[src/rtl/prog_sequencer_pkg.sv]
// Shared definitions for the processor test harness: instruction opcodes and sequencer states.
package Definitions;

   typedef enum logic [3:0] {
      OP_NOP    = 4'h0,
      OP_ADD    = 4'h1,
      OP_SUB    = 4'h2,
      OP_LOAD   = 4'h3,
      OP_STORE  = 4'h4,
      OP_BRANCH = 4'h5,
      OP_HALT   = 4'hF
   } opcode_t;

   typedef enum logic [2:0] {
      IDLE,
      DUT_RST,
      START,
      RUN,
      ACKED,
      FINISH
   } seq_state_t;

   // A program count of zero still runs one program.
   function automatic logic [1:0] eff_num_progs(input logic [1:0] num);
      return (num == 2'd0) ? 2'd1 : num;
   endfunction

endpackage

[src/rtl/prog_sequencer_sat_counter.sv]
// Saturating up-counter with synchronous clear and active-low synchronous reset.
// CountNext exposes the value the counter takes at the coming edge.
module sat_counter #(
   parameter int CNT_W = 16
) (
   input  logic             Clk,
   input  logic             Reset,
   input  logic             Clear,
   input  logic             Enable,
   output logic [CNT_W-1:0] Count,
   output logic [CNT_W-1:0] CountNext
);

   always_comb begin
      CountNext = Count;
      if (Enable && (Count != '1))
         CountNext = Count + {{(CNT_W-1){1'b0}}, 1'b1};
   end

   always_ff @(posedge Clk) begin
      if (!Reset || Clear)
         Count <= '0;
      else
         Count <= CountNext;
   end

endmodule

[src/rtl/prog_sequencer.sv]
// Runs 1..3 programs on an attached processor, timing each RUN phase.
// Optional run-length watchdog enabled by defining SEQ_TIMEOUT_EN.
module prog_sequencer
   import Definitions::*;
#(
   parameter int          CNT_W       = 16,
   parameter int unsigned TIMEOUT_CYC = 32'hFFF0
) (
   input  logic             Clk,
   input  logic             Reset,
   input  logic             Go,
   input  logic [1:0]       NumProgs,
   input  logic             DutAck,
   output logic             DutReset,
   output logic             DutStart,
   output logic [1:0]       ProgIdx,
   output logic             Busy,
   output logic [CNT_W-1:0] CycleCnt,
   output logic             CntValid,
   output logic             AllDone,
   output logic             TimedOut
);

   seq_state_t       state;
   logic [CNT_W-1:0] run_count;
   logic [CNT_W-1:0] run_count_next;
   logic             cnt_clear;
   logic             cnt_enable;

   assign cnt_clear  = (state == START);
   assign cnt_enable = (state == RUN);

   sat_counter #(.CNT_W(CNT_W)) u_counter (
      .Clk       (Clk),
      .Reset     (Reset),
      .Clear     (cnt_clear),
      .Enable    (cnt_enable),
      .Count     (run_count),
      .CountNext (run_count_next)
   );

`ifdef SEQ_TIMEOUT_EN
   localparam logic [CNT_W-1:0] TIMEOUT_VAL = CNT_W'(TIMEOUT_CYC);
   logic timed_out;
   logic timeout_hit;
   assign timeout_hit = (run_count_next == TIMEOUT_VAL);
   assign TimedOut    = timed_out;
`else
   logic unused_timeout;
   assign unused_timeout = ^TIMEOUT_CYC;
   assign TimedOut       = 1'b0;
`endif

   // run_count_next already includes the current RUN cycle, so an Ack on the first RUN cycle reports 1.
   always_ff @(posedge Clk) begin
      if (!Reset) begin
         state    <= IDLE;
         DutReset <= 1'b0;
         DutStart <= 1'b0;
         ProgIdx  <= 2'd0;
         Busy     <= 1'b0;
         CycleCnt <= '0;
         CntValid <= 1'b0;
         AllDone  <= 1'b0;
`ifdef SEQ_TIMEOUT_EN
         timed_out <= 1'b0;
`endif
      end else begin
         DutReset <= 1'b0;
         DutStart <= 1'b0;
         CntValid <= 1'b0;
         case (state)
            IDLE, FINISH: begin
               if (Go) begin
                  state    <= DUT_RST;
                  DutReset <= 1'b1;
                  ProgIdx  <= 2'd0;
                  Busy     <= 1'b1;
                  AllDone  <= 1'b0;
`ifdef SEQ_TIMEOUT_EN
                  timed_out <= 1'b0;
`endif
               end
            end
            DUT_RST: begin
               state    <= START;
               DutStart <= 1'b1;
            end
            START: begin
               state <= RUN;
            end
            RUN: begin
               if (DutAck) begin
                  CycleCnt <= run_count_next;
                  CntValid <= 1'b1;
                  state    <= ACKED;
               end
`ifdef SEQ_TIMEOUT_EN
               else if (timeout_hit) begin
                  timed_out <= 1'b1;
                  CycleCnt  <= TIMEOUT_VAL;
                  CntValid  <= 1'b1;
                  Busy      <= 1'b0;
                  AllDone   <= 1'b1;
                  state     <= FINISH;
               end
`endif
            end
            ACKED: begin
               if (({1'b0, ProgIdx} + 3'd1) < {1'b0, eff_num_progs(NumProgs)}) begin
                  ProgIdx  <= ProgIdx + 2'd1;
                  DutStart <= 1'b1;
                  state    <= START;
               end else begin
                  Busy    <= 1'b0;
                  AllDone <= 1'b1;
                  state   <= FINISH;
               end
            end
            default: begin
               state <= IDLE;
            end
         endcase
      end
   end

endmodule
[config.mk]
export PLATFORM = sky130hd
export DESIGN_NAME = prog_sequencer
export DESIGN_NICKNAME = d
export VERILOG_FILES = /design/src/rtl/prog_sequencer_pkg.sv /design/src/rtl/prog_sequencer_sat_counter.sv /design/src/rtl/prog_sequencer.sv
export SDC_FILE = /design/constraint.sdc
export NUM_CORES = 1
export LEC_CHECK = 0
export CAP_MARGIN = 20
export CORE_UTILIZATION = 30
export CTS_CLUSTER_SIZE = 30
export DETAILED_ROUTE_END_ITERATION = 7
export GPL_TIMING_DRIVEN = 0
export SYNTH_ARGS = -nofsm -noshare
export SYNTH_HDL_FRONTEND = slang
export SYNTH_SLANG_ARGS = --single-unit
[constraint.sdc]
create_clock -name Clk -period 2.25 [get_ports Clk]
set_input_delay 0.5625 -clock Clk [delete_from_list [all_inputs] [get_ports Clk]]
set_output_delay 0.5625 -clock Clk [all_outputs]
set_load 0.005 [all_outputs]
Yosys cells after proc, flatten, opt, wreduce, memory -nomap -nowiden
Cells that the tools add are included.
{"block": "totals", "inputBits": 6, "regBits": 42}
{"block": "op_classes", "n_addsub": 3, "n_reduce_logical": 13, "magnitude_cmp": 1, "n_eq_ne": 10, "mux": 19}
{"operator": "16-bit by 1-bit adder with 16-bit output, second input constant", "count": 1}
{"operator": "16-bit two-way mux", "count": 1}
{"operator": "16-bit inequality test, second input constant", "count": 1}
{"operator": "3-bit case mux with 5 select lines", "count": 1}
{"operator": "3-bit two-way mux", "count": 3}
{"operator": "2-bit inequality test, second input constant", "count": 4}
{"operator": "2-bit AND reduction", "count": 4}
{"operator": "1-bit two-way mux", "count": 7}
{"operator": "3-bit by 2-bit == test with 1-bit output, second input constant", "count": 2}
{"operator": "3-bit == test, second input constant", "count": 2}
{"operator": "2-bit two-way mux", "count": 3}
{"operator": "1-bit case mux with 2 select lines", "count": 3}
{"operator": "3-bit AND reduction", "count": 2}
{"operator": "2-bit case mux with 2 select lines", "count": 1}
{"operator": "2-bit by 1-bit adder with 3-bit output, second input constant", "count": 1}
{"operator": "3-bit by 1-bit == test with 1-bit output, second input constant", "count": 1}
{"operator": "3-bit logical NOT", "count": 1}
{"operator": "3-bit by 2-bit < comparator with 1-bit output", "count": 1}
{"operator": "2-bit by 1-bit adder with 2-bit output, second input constant", "count": 1}
{"operator": "2-bit logical NOT", "count": 1}
{"operator": "2-bit nonzero test", "count": 1}
{"operator": "2-bit OR reduction", "count": 1}
{"operator": "1-bit logical AND", "count": 1}
{"operator": "1-bit logical NOT", "count": 1}
{"operator": "1-bit logical OR", "count": 1}

Depth between registers and ports, before layout
Gate-level depths: netlist of the first run.
{"block": "logic_depth", "depth_word": 5, "depth_mapped": 7}

Hierarchy
Synthesis of the first run repeated with hierarchy kept, for this count alone.
{"block": "hier_totals", "cells_unflattened": 238, "area_unflattened_um2": 1990.7}
{"mod": "prog_sequencer", "seq_area_each_um2": 520.5, "n_inst": 1, "cells_per_inst": 134, "area_each_um2": 1122.3}
{"mod": "sat_counter", "seq_area_each_um2": 320.3, "n_inst": 1, "cells_per_inst": 104, "area_each_um2": 868.3}

Worst setup path after synthesis of the first run
No wires, ideal clock.
{"block": "synth_timing", "path_kind": "input port to flip-flop", "startpoint": "input port NumProgs[1]", "endpoint": "register ProgIdx[0]", "t_arrival_ps": 1799, "cell_stages": 7, "path_slack_ps": 320, "n_path_buf": 1, "t_required_ps": 2119, "path_cell_list": "clkbuf_1 fa_1 nor2_1 o21ai_0 nand4_1 o2111ai_1 o41ai_1"}
{"block": "synth_between", "elab_chain_cells": 5}
{"item": "from (decl)", "line_no": "prog_sequencer.sv:12", "source": "input logic [1:0] NumProgs,"}
{"item": "2-bit logical NOT", "line_no": "prog_sequencer_pkg.sv:25", "source": "return (num == 2'd0) ? 2'd1 : num;"}
{"item": "2-bit two-way mux *", "line_no": "prog_sequencer_pkg.sv:25"}
{"item": "3-bit by 2-bit < comparator with 1-bit output *", "line_no": "prog_sequencer.sv:110", "source": "if (({1'b0, ProgIdx} + 3'd1) < {1'b0, eff_num_progs(NumProgs)}) begin"}
{"item": "2-bit inequality test (no line) *"}
{"item": "3-bit AND reduction (no line) *"}
{"item": "to (signal assigned)", "line_no": "prog_sequencer.sv:111", "source": "ProgIdx <= ProgIdx + 2'd1;"}
{"item": "to (decl)", "line_no": "prog_sequencer.sv:16", "source": "output logic [1:0] ProgIdx,"}
Mark *: on every way between the ends. The rest lies on a longest branch, timed or not.
A chain may end at the register's enable or synchronous reset.

Final worst setup path of the first run
Same ends and word-level chain as after synthesis.

==> impl_table.tex, run 1 <==
\begin{tabular}{lr}
\hline
Metric & Value \\
\hline
\multicolumn{2}{l}{\textbf{Power and ir drop}} \\
Sw Share & 27.39\% \\
Power Internal & approximately 1200 uW \\
Power share of the clock group & a little under a third \\
P\_leak & 0.0008646 uW \\
Total power per unit cell area & about 670 nW/um\^{}2 \\
Portion of total power attributed to sequential cells & around 50\% \\
Share of power burned in combinational logic & between 10\% and 20\% \\
Worst IR drop on VDD & $\sim$0.28 mV \\
Switch Pwr & between 400 and 500 uW \\
\multicolumn{2}{l}{\textbf{GRT}} \\
First-pass GRT wire length & 6969 um \\
Initial antenna violation count & 0 \\
Total congestion overflow after global routing & 0 \\
Total Routing Usage GR & 14.19\% \\
Vias in the first global route & around 1500 \\
Pin count of the biggest net entering global routing & 13 \\
\multicolumn{2}{l}{\textbf{Synth}} \\
List of most frequent post-synthesis cells & sky130\_fd\_sc\_hd\_\_dfxtp\_1, sky130\_fd\_sc\_hd\_\_nor2\_1, sky130\_fd\_sc\_hd\_\_nand3\_1, sky130\_fd\_sc\_hd\_\_o21ai\_0, sky130\_fd\_sc\_hd\_\_nand2\_1 \\
Synth area leaders & sky130\_fd\_sc\_hd\_\_dfxtp\_1, sky130\_fd\_sc\_hd\_\_nor2\_1, sky130\_fd\_sc\_hd\_\_nand3\_1, sky130\_fd\_sc\_hd\_\_o21ai\_0, sky130\_fd\_sc\_hd\_\_xor2\_1 \\
Top flip-flop cell by instance count after synthesis & sky130\_fd\_sc\_hd\_\_dfxtp\_1 \\
Post-Syn Area per Cell & about 8.6 sq um \\
Distinct cell type count after synthesis & 49 \\
Cells after synthesis & $\sim$220 \\
EDFF count, synth & 0 \\
Warning count from the yosys run & 0 \\
Most frequent cell after synthesis & sky130\_fd\_sc\_hd\_\_dfxtp\_1 \\
Area of the mapped netlist & $\sim$1900 sq um \\
Share of the synthesized area in the top cell type & between 40\% and 50\% \\
Number of synthesized register bits & between 40 and 50 \\
Synth async-reset ratio & 0\% \\
Net count of the mapped netlist & approximately 230 \\
Cell type with the highest aggregate area in the netlist & sky130\_fd\_sc\_hd\_\_dfxtp\_1 \\
Seq/Total Area, Yosys & a little over two fifths \\
\multicolumn{2}{l}{\textbf{Worst setup path}} \\
Arrival time reported for the critical path endpoint & between 2000 and 2500 ps \\
Crit path kind & primary input to flip-flop \\
Critical path, cell by cell & clkdlybuf4s50\_1 > clkbuf\_1 > fa\_1 > nor2\_1 > o21ai\_0 > nand4\_1 > buf\_4 > o2111ai\_1 > o41ai\_1 \\
Required @ worst endpoint & about 2400 ps \\
Crit-path max cell delay & 470 ps \\
Worst reg2reg setup slack & a little over 300 ps \\
R2r worst-path depth & 8 \\
Element type at the critical path end & flip-flop \\
Launching instance or port of the critical path & NumProgs[1] \\
CP max-delay cell & sky130\_fd\_sc\_hd\_\_fa\_1 \\
Critical path startpoint category & primary input \\
Crit-path max FO & 7 \\
Worst flop-to-flop path endpoint & ProgIdx[0] \\
Critical register-to-register path startpoint & ProgIdx[0] \\
\multicolumn{2}{l}{\textbf{Detailed routing}} \\
Number of nets still failing antenna checks after routing & 0 \\
DRC errors left & 0 \\
Total wirelength of the detailed-routed design & around 4300 um \\
Post-DR vias/cell & between 5 and 6 \\
Total iterations of the first detailed-routing run & 4 \\
Number of violations reported at the end of detailed-routing iteration 0 & about 110 \\
Total number of vias & between 1500 and 2000 \\
Avg WL per Cell & between 10 and 15 um \\
\multicolumn{2}{l}{\textbf{Finish}} \\
Post-synthesis to final-layout area growth & 24.14\% \\
Fillcell total & around 640 \\
Post-Layout Cell Count & $\sim$330 \\
Sequential cell area & around 840 sq um \\
Share of cells above drive strength 1 & between 10\% and 20\% \\
Antenna cells & 0 \\
Net count reported at finish & 266 \\
Area occupied by multi-input gates & a little under 1000 sq um \\
\multicolumn{2}{l}{\textbf{Floorplan}} \\
Starting utilization of the core area & 31.65\% \\
Vertical die dimension & 81.96 um \\
Core area & 6061 sq um \\
Placement row count & 28 \\
Overall die area & around 6700 sq um \\
I/O pin count & 30 \\
Horiz. Die Dim & about 82 um \\
\multicolumn{2}{l}{\textbf{STA}} \\
Tmin final & 2154 ps \\
Hold WS & about 460 ps \\
Unrepaired setup endpoints after global routing & false \\
Total count of hold-check failures in the final report & 0 \\
Slew at the pin closest to its max-slew limit & 578.3 ps \\
Max-slew violations & 0 \\
Largest clock skew in the final design & 10.07 ps \\
Tightest slew margin relative to the limit & $\sim$60\% \\
Fmax & $\sim$460 MHz \\
Final worst path period share & $\sim$96\% \\
Final setup violating endpoints & 0 \\
\multicolumn{2}{l}{\textbf{CTS}} \\
CTS Buffer Depth & 2 \\
Post-CTS clock slew at the launch and capture registers of the worst setup and hold paths & roughly 80 ps \\
Skew-Pair Late Insertion Delay & just under 300 ps \\
Cts bufs inserted & 5 \\
Htree depth & 2 \\
Root Buffer Master & sky130\_fd\_sc\_hd\_\_clkbuf\_8 \\
Hold-fix buffers at CTS & 0 \\
TritonCTS clock tree & done \\
Sinks on the clock net & 42 \\
\multicolumn{2}{l}{\textbf{Min path}} \\
Worst hold path class & flip-flop to flip-flop \\
Worst hold path startpoint & Busy \\
Worst min-delay path endpoint & Busy \\
WHS Path Cells & 2 \\
\multicolumn{2}{l}{\textbf{Status}} \\
Result of the run & finished clean \\
\multicolumn{2}{l}{\textbf{Placement}} \\
Buffers on Ports & 27 \\
Number of placed cells counting well taps & roughly 320 \\
DP Wirelength & 3183 um \\
RePlAce Congestion & 0.8394 \\
\multicolumn{2}{l}{\textbf{Flow run}} \\
Max-Cap Viols & 0 \\
\hline
\end{tabular}
-- placed cells by master, fill, tap and decap left out, types with 2 or more instances in the layout --
master	count
sky130_fd_sc_hd__clkdlybuf4s50_1	27
sky130_fd_sc_hd__nand2b_1	2
sky130_fd_sc_hd__nand2_1	16
sky130_fd_sc_hd__nand4_1	8
sky130_fd_sc_hd__nor3_1	2
sky130_fd_sc_hd__dfxtp_1	42
sky130_fd_sc_hd__mux2i_1	4
sky130_fd_sc_hd__and4_2	2
sky130_fd_sc_hd__nand3_1	17
sky130_fd_sc_hd__xnor2_1	2
sky130_fd_sc_hd__buf_4	3
sky130_fd_sc_hd__o21ai_0	17
sky130_fd_sc_hd__ha_1	2
sky130_fd_sc_hd__and3_1	2
sky130_fd_sc_hd__clkbuf_1	7
sky130_fd_sc_hd__xor2_1	9
sky130_fd_sc_hd__o21ai_1	3
sky130_fd_sc_hd__a21oi_1	14
sky130_fd_sc_hd__clkbuf_8	6
sky130_fd_sc_hd__buf_2	4
sky130_fd_sc_hd__o2111ai_1	2
sky130_fd_sc_hd__nor2_1	28
sky130_fd_sc_hd__inv_1	10
-- how the worst max path moves through the flow --
stage	to	slack, ps	cells after the start
after floorplan	ProgIdx[0]	320	7
after global placement	ProgIdx[0]	-310	8
after detailed placement	ProgIdx[0]	-310	8
after CTS	ProgIdx[0]	10	8
after global routing	ProgIdx[0]	20	9
final	ProgIdx[0]	100	9
-- area by class of cell --
type                    count  share of cell area, %
plain buffers              13                  2.890
clock buffers               7                  3.626
repair buffers             28                  11.67
clock inverters             1                 0.2102
multi-input cells         157                  40.78
flip-flops and latches     42                  35.31
well taps                  75                  3.941
inverters                  10                  1.576
-- through the flow --
step	TNS, ps	power, uW	worst slack, ps	area, sq um	util, %
after detailed placement	-1555	1110	-309.6	2282	37.65
final	0	1594	95.99	2381	39.29
after floorplan	0	1006	320.3	1918	-
after global routing	0	1695	18.41	2381	39.29
after CTS	0	1615	10.14	2374	39.16
after global placement	-1470	1104	-305.9	2282	37.65
-- repair_timing --
item / in CTS / in global routing
buffers inserted: 0 / 1
endpoints found under the setup margin: 0 / 3
gates resized for setup: 0 / 0
-- power groups by stage --
stage | Clock, uW | Combinational, uW | Sequential [uW]
3_3_place_gp | 0 | 280 | 825
5_1_grt | 561 | 321 | 813
4_1_cts | 521 | 285 | 809
6_report | 499 | 287 | 808
3_5_place_dp | 0 | 283 | 826
2_1_floorplan | 0 | 182 | 823
-- flip-flops by register name, summed over array words and instances, names as in the netlist --
register and count:
CycleCnt 16, u_counter.Count 16, state 3, ProgIdx 2, AllDone 1, Busy 1, CntValid 1, DutReset 1
DutStart 1
-- worst max-delay path: cells and delay by family --
kind / cells / cell delay, ps
buffers and inverters: 3 / 710
adder cells (fa/ha/maj): 1 / 470
AO/OA/AOI/OAI: 3 / 410
AND/OR/NAND/NOR: 2 / 170
-- kinds of logic after synthesis --
| group | after synthesis | synth area share (%) |
|---|---|---|
| and+or+nand+nor | 91 | 26.16 |
| AOI/OAI and AO/OA | 46 | 14.22 |
| DFF | 42 | 43.84 |
| buffers and inverters | 23 | 5.545 |
| xor gates and xnor gates | 11 | 5.023 |
| muxes | 5 | 2.675 |
| adders and majority gates | 3 | 2.348 |
| other | 1 | 0.1955 |
-- per-layer routing --
layer  up-vias  wire length, um  GRT usage [%]
li1        850                -              -
met1       799             2101          18.37
met2        27             1947          22.07
met3         5              151          3.222
met4         0               83          6.842
met5         -                0              0
Power figures use the tool's default switching activity.
==> run 2: changes to the inputs <==
- CTS_CLUSTER_SIZE: 30 -> not set
- clock period: 2.25 -> 2.2 ns (I/O delays scaled with it)
==> run 2 against run 1 <==
  * Cell area rose by 0.47%
  * Critical path type unchanged
  * First-iteration DRC count fell by 12%
  * Largest power group unchanged
  * Hold slack got worse by 0.90 ps
  * Clock skew barely moved
  * Clock-buffer cell count did not move
  * Die area did not move
  * Total power rose by 2.6%
  * Non-clock buffer count rose by 1
==> impl_table.tex, run 2 (synthesis results as in run 1) <==
\begin{tabular}{lr}
\hline
Metric & Value \\
\hline
\multicolumn{2}{l}{\textbf{Status}} \\
Result of the run & finished clean \\
\multicolumn{2}{l}{\textbf{Finish}} \\
Registers with the most flip-flops & CycleCnt: 16 flops, u\_counter.Count: 16 flops, state: 3 flops \\
Net count reported at finish & $\sim$270 \\
Fin util & approximately two fifths \\
Antenna cells & 0 \\
Post-synthesis to final-layout area growth & 24.72\% \\
Most frequent standard cell in the layout excluding fill and tap cells & sky130\_fd\_sc\_hd\_\_dfxtp\_1 \\
Share of cells above drive strength 1 & 11.20\% \\
Leading cell types in the layout, fill and taps excluded & sky130\_fd\_sc\_hd\_\_dfxtp\_1, sky130\_fd\_sc\_hd\_\_nor2\_1, sky130\_fd\_sc\_hd\_\_clkdlybuf4s50\_1, sky130\_fd\_sc\_hd\_\_nand3\_1 \\
\multicolumn{2}{l}{\textbf{STA}} \\
TNS Setup & 0 ps \\
Final setup violating endpoints & 0 \\
Worst Setup Slack, final & about 140 ps \\
Unrepaired setup endpoints after global routing & false \\
Largest clock skew in the final design & 9.892 ps \\
Slew at the pin closest to its max-slew limit & just under 600 ps \\
Tmin final & around 2100 ps \\
Total count of hold-check failures in the final report & 0 \\
Tightest slew margin relative to the limit & about three fifths \\
Max-slew violations & 0 \\
Fmax & roughly 480 MHz \\
Final worst path period share & 93.73\% \\
\multicolumn{2}{l}{\textbf{Power and ir drop}} \\
Power Internal & about 1200 uW \\
Switch Pwr & between 400 and 500 uW \\
Portion of total power attributed to sequential cells & approximately half \\
Sw Share & between 20\% and 30\% \\
Total power per unit cell area & slightly below 700 nW/um\^{}2 \\
Worst IR drop on VDD & about 0.28 mV \\
Power share of the clock group & 31.2\% \\
P\_leak & $\sim$0.00087 uW \\
Share of power burned in combinational logic & approximately 18\% \\
\multicolumn{2}{l}{\textbf{GRT}} \\
Vias in the first global route & 1500 \\
Pin count of the biggest net entering global routing & 13 \\
Total congestion overflow after global routing & 0 \\
Total Routing Usage GR & approximately 14\% \\
First-pass GRT wire length & 6982 um \\
Initial antenna violation count & 0 \\
\multicolumn{2}{l}{\textbf{Detailed routing}} \\
Routed wl met3 & between 100 and 150 um \\
DRC errors left & 0 \\
Total wirelength of the detailed-routed design & $\sim$4300 um \\
Number of violations reported at the end of detailed-routing iteration 0 & 100 \\
Total number of vias & roughly 1700 \\
Number of nets still failing antenna checks after routing & 0 \\
Highest metal layer with signal wires & met4 \\
Total iterations of the first detailed-routing run & 4 \\
WL met2 & around 1900 um \\
Avg WL per Cell & between 10 and 15 um \\
Metal1 wirelength & about 2100 um \\
Post-DR vias/cell & roughly 5 \\
\multicolumn{2}{l}{\textbf{Worst setup path}} \\
Crit-path max FO & 3 \\
Critical register-to-register path startpoint & ProgIdx[0] \\
Largest delay contributor family on the critical path & buffers and inverters \\
Element type at the critical path end & flip-flop \\
Crit path kind & primary input to flip-flop \\
R2r worst-path depth & 8 \\
Launching instance or port of the critical path & NumProgs[1] \\
Worst flop-to-flop path endpoint & ProgIdx[0] \\
Critical path startpoint category & primary input \\
Arrival time reported for the critical path endpoint & 2230 ps \\
Required @ worst endpoint & 2370 ps \\
CP max-delay cell & sky130\_fd\_sc\_hd\_\_fa\_1 \\
Stages on worst setup path & 9 \\
Crit path buffers/inverters & 3 \\
Critical path, cell by cell & clkdlybuf4s50\_1 > clkbuf\_1 > fa\_1 > nor2\_1 > o21ai\_2 > nand4\_1 > buf\_4 > o2111ai\_1 > o41ai\_1 \\
Crit-path max cell delay & $\sim$470 ps \\
Worst reg2reg setup slack & roughly 320 ps \\
\multicolumn{2}{l}{\textbf{Min path}} \\
Worst min-delay path endpoint & Busy \\
Worst hold path class & flip-flop to flip-flop \\
Worst hold path startpoint & Busy \\
WHS Path Cells & 2 \\
\multicolumn{2}{l}{\textbf{CTS}} \\
Post-CTS clock slew at the launch and capture registers of the worst setup and hold paths & about 80 ps \\
TritonCTS clock tree & done \\
Sinks on the clock net & 42 \\
Skew-Pair Late Insertion Delay & 290 ps \\
Root Buffer Master & sky130\_fd\_sc\_hd\_\_clkbuf\_8 \\
Hold-fix buffers at CTS & 0 \\
Htree depth & 2 \\
CTS Buffer Depth & 2 \\
Cts bufs inserted & 5 \\
\multicolumn{2}{l}{\textbf{Placement}} \\
DP Wirelength & 3183 um \\
Pre-CTS setup slack & -347.1 ps \\
RePlAce Congestion & about 0.84 \\
Buffers on Ports & 27 \\
\multicolumn{2}{l}{\textbf{Floorplan}} \\
Core area & $\sim$6100 sq um \\
Placement row count & 28 \\
Vertical die dimension & 81.96 um \\
Starting utilization of the core area & 31.65\% \\
I/O pin count & 30 \\
Horiz. Die Dim & roughly 80 um \\
Overall die area & between 6000 and 7000 sq um \\
\multicolumn{2}{l}{\textbf{Flow run}} \\
Max-Cap Viols & 0 \\
\hline
\end{tabular}
## run 2: power by group through the flow
stage               sequential, uW  clock, uW  combinational (uW)
CTS                            827        533                 297
global route                   832        573                 333
floorplan                      842          0                 186
finish                         827        511                 298
detailed placement             845          0                 290
global placement               844          0                 286
## run 2: layer usage
metal  vias up  GRT usage [%]
li1        850              -
met1       795          18.37
met2        22          22.15
met3         5          3.222
met4         0          6.842
met5         -              0
## run 2: worst max-delay path by stage
| stage | end | slack, ps |
|---|---|---|
| after floorplan | ProgIdx[0] | 280 |
| after global placement | ProgIdx[0] | -340 |
| after detailed placement | ProgIdx[0] | -350 |
| after CTS | ProgIdx[0] | 60 |
| after global routing | ProgIdx[0] | 70 |
| final | ProgIdx[0] | 140 |
## run 2: worst min-delay path, cell delays in order (launching register included)
cell and delay [ps]:
sky130_fd_sc_hd__dfxtp_1 310, sky130_fd_sc_hd__nand2_1 50, sky130_fd_sc_hd__a21oi_1 50
## run 2: what timing repair did
item | CTS | global route
gates resized for setup | 0 | 2
buffers inserted | 2 | 0
endpoints found under the setup margin | 2 | 2
pin swaps | 1 | 1
## run 2: final cells by class
type                       count  area [sq um]
clock inverter                 1         5.005
buffer                        13         68.82
sequential                    42         840.8
timing repair buffer          29         285.3
tap                           75         93.84
fill                         637          3669
inverter                      10         37.54
clock buffer                   7         86.33
multi-input combinational    157         974.7
## run 2: per-stage QoR
| step | instance area, sq um | std cells | hold WS, ps | total power (uW) |
|---|---|---|---|---|
| floorplan | 1918 | 222 | 448.2 | 1028 |
| global placement | 2282 | 324 | 449.3 | 1130 |
| detailed placement | 2282 | 324 | 450.6 | 1135 |
| CTS | 2389 | 334 | 467.5 | 1657 |
| global route | 2392 | 334 | 484.0 | 1738 |
| finish | 2392 | 334 | 462.3 | 1635 |
==> run 3: changes to the inputs <==
- CORE_MARGIN: not set -> 5
==> run 3 against run 2 <==
  * Clock power is 7.4% lower
  * First-iteration DRC count fell by 39%
  * Flip-flop and latch count is the same
  * Sequential share of layout area rose by 0.18 points
  * Largest power group unchanged
  * Non-clock buffer count stayed put
  * Hold slack got worse by 1.5 ps
  * Wire length grew 4.0%
==> impl_table.tex, run 3 (synthesis results as in run 1) <==
\begin{tabular}{lr}
\hline
Metric & Value \\
\hline
\multicolumn{2}{l}{\textbf{CTS}} \\
TritonCTS clock tree & done \\
CTS Buffer Depth & 2 \\
Hold-fix buffers at CTS & 0 \\
Post-CTS clock slew at the launch and capture registers of the worst setup and hold paths & 70 ps \\
Root Buffer Master & sky130\_fd\_sc\_hd\_\_clkbuf\_8 \\
Htree depth & 2 \\
Sinks on the clock net & 42 \\
Skew-Pair Late Insertion Delay & roughly 300 ps \\
Cts bufs inserted & 5 \\
\multicolumn{2}{l}{\textbf{Floorplan}} \\
Vertical die dimension & around 90 um \\
I/O pin count & 30 \\
Placement row count & 29 \\
Core area & roughly 6300 sq um \\
Horiz. Die Dim & about 90 um \\
Starting utilization of the core area & a little over 30\% \\
Overall die area & between 8000 and 9000 sq um \\
\multicolumn{2}{l}{\textbf{Finish}} \\
Net count reported at finish & 267 \\
Post-synthesis to final-layout area growth & 24.07\% \\
Final Cell Area & roughly 2400 sq um \\
Leading cell types in the layout, fill and taps excluded & sky130\_fd\_sc\_hd\_\_dfxtp\_1, sky130\_fd\_sc\_hd\_\_nor2\_1, sky130\_fd\_sc\_hd\_\_clkdlybuf4s50\_1, sky130\_fd\_sc\_hd\_\_nand3\_1 \\
Fillcell total & 659 \\
Registers with the most flip-flops & CycleCnt: 16 flops, u\_counter.Count: 16 flops, state: 3 flops \\
Share of cells above drive strength 1 & between 10\% and 20\% \\
Most frequent standard cell in the layout excluding fill and tap cells & sky130\_fd\_sc\_hd\_\_dfxtp\_1 \\
Antenna cells & 0 \\
\multicolumn{2}{l}{\textbf{Worst setup path}} \\
Crit path buffers/inverters & 3 \\
Arrival time reported for the critical path endpoint & approximately 2200 ps \\
Required @ worst endpoint & $\sim$2400 ps \\
Worst reg2reg setup slack & 320 ps \\
R2r worst-path depth & 8 \\
CP max-delay cell & sky130\_fd\_sc\_hd\_\_fa\_1 \\
Largest delay contributor family on the critical path & buffers and inverters \\
Element type at the critical path end & flip-flop \\
Worst flop-to-flop path endpoint & ProgIdx[0] \\
Critical register-to-register path startpoint & ProgIdx[0] \\
Critical path, cell by cell & clkdlybuf4s50\_1 > clkbuf\_1 > fa\_1 > nor2\_1 > o21ai\_2 > nand4\_1 > buf\_4 > o2111ai\_1 > o41ai\_1 \\
Crit-path max FO & 5 \\
Crit path kind & primary input to flip-flop \\
Critical path startpoint category & primary input \\
Crit-path max cell delay & 470 ps \\
\multicolumn{2}{l}{\textbf{Detailed routing}} \\
DRC errors left & 0 \\
Total iterations of the first detailed-routing run & 4 \\
Number of nets still failing antenna checks after routing & 0 \\
Total wirelength of the detailed-routed design & 4435 um \\
Post-DR vias/cell & 4.925 \\
Avg WL per Cell & 13.24 um \\
Total number of vias & around 1700 \\
Number of violations reported at the end of detailed-routing iteration 0 & 61 \\
\multicolumn{2}{l}{\textbf{Min path}} \\
WHS Path Cells & 2 \\
Worst hold path startpoint & Busy \\
Worst min-delay path endpoint & Busy \\
Worst hold path class & flip-flop to flip-flop \\
\multicolumn{2}{l}{\textbf{STA}} \\
Total count of hold-check failures in the final report & 0 \\
Tightest slew margin relative to the limit & 60.87\% \\
Tmin final & around 2000 ps \\
Fmax & $\sim$490 MHz \\
Final setup violating endpoints & 0 \\
Largest clock skew in the final design & 5.948 ps \\
TNS Setup & 0 ps \\
Slew at the pin closest to its max-slew limit & 583.0 ps \\
Unrepaired setup endpoints after global routing & false \\
Final worst path period share & between 90\% and 100\% \\
Max-slew violations & 0 \\
\multicolumn{2}{l}{\textbf{Placement}} \\
RePlAce Congestion & around 0.8 \\
Placed inst area & approximately 2300 sq um \\
DP Wirelength & $\sim$3300 um \\
Buffers on Ports & 27 \\
\multicolumn{2}{l}{\textbf{Power and ir drop}} \\
Total power per unit cell area & between 600 and 700 nW/um\^{}2 \\
Worst IR drop on VDD & 0.3017 mV \\
P\_leak & 0.0008601 uW \\
\multicolumn{2}{l}{\textbf{GRT}} \\
First-pass GRT wire length & 7403 um \\
Initial antenna violation count & 0 \\
Total Routing Usage GR & roughly 11\% \\
Total congestion overflow after global routing & 0 \\
Pin count of the biggest net entering global routing & 12 \\
Vias in the first global route & 1540 \\
\multicolumn{2}{l}{\textbf{Status}} \\
Result of the run & finished clean \\
\multicolumn{2}{l}{\textbf{Flow run}} \\
Max-Cap Viols & 0 \\
\hline
\end{tabular}
-- run 3: per-stage QoR --
stage	hold WS, ps	setup slack, ps	utilization [%]	power [uW]	instances
2_1_floorplan	448.2	282.8	-	1028	222
3_3_place_gp	448.6	-328.8	36.40	1133	326
3_5_place_dp	451.3	-336.4	36.40	1135	326
4_1_cts	464.9	60.02	37.85	1614	335
6_report	460.9	139.8	37.91	1598	335
5_1_grt	486.3	67.63	37.91	1684	335
-- run 3: repair_timing --
action,4_1_cts,5_1_grt
gates cloned,0,0
pin swaps,1,1
buffers inserted,2,0
endpoints found under the setup margin,2,2
resized for setup,0,2
-- run 3: per-layer routing --
metal  vias to the layer above  GRT usage (%)  share of wire, %
li1                        848              -                 -
met3                         7          3.673               3.8
met5                         -              0                 0
met1                       766          14.70                50
met2                        29          16.52                45
met4                         0          5.211               1.8
-- run 3: worst max path at each step --
stage                      startpoint         end  slack (ps)  cells past startpoint
after floorplan           NumProgs[1]  ProgIdx[0]         280                      7
after detailed placement  NumProgs[1]  ProgIdx[0]        -340                      8
after global routing      NumProgs[1]  ProgIdx[0]          70                      9
after CTS                 NumProgs[1]  ProgIdx[0]          60                      9
final                     NumProgs[1]  ProgIdx[0]         140                      9
after global placement    NumProgs[1]  ProgIdx[0]        -330                      8
-- run 3: final cells by class --
cell class                 instances  area [sq um]  area share (%)
multi-input combinational        157         974.7           40.96
sequential                        42         840.8           35.33
timing repair buffer              29         285.3           11.99
tap                               77         96.34           4.048
clock buffer                       7         76.32           3.207
buffer                            13         68.82           2.892
inverter                          10         37.54           1.577
-- run 3: power breakdown --
part | total (uW) | internal, uW | switching (uW) | leakage (uW)
registers | 827 | 801 | 26.4 | 0.000340
logic | 298 | 133 | 165 | 0.000482
clock network | 473 | 219 | 254 | 0.0000383
-- run 3: worst min-delay path: cells and delay by family, from the launching register on --
| kind | cells | cell delay [ps] |
|---|---|---|
| DFF | 1 | 310 |
| and+or+nand+nor | 1 | 50 |
| AOI/OAI and AO/OA | 1 | 50 |
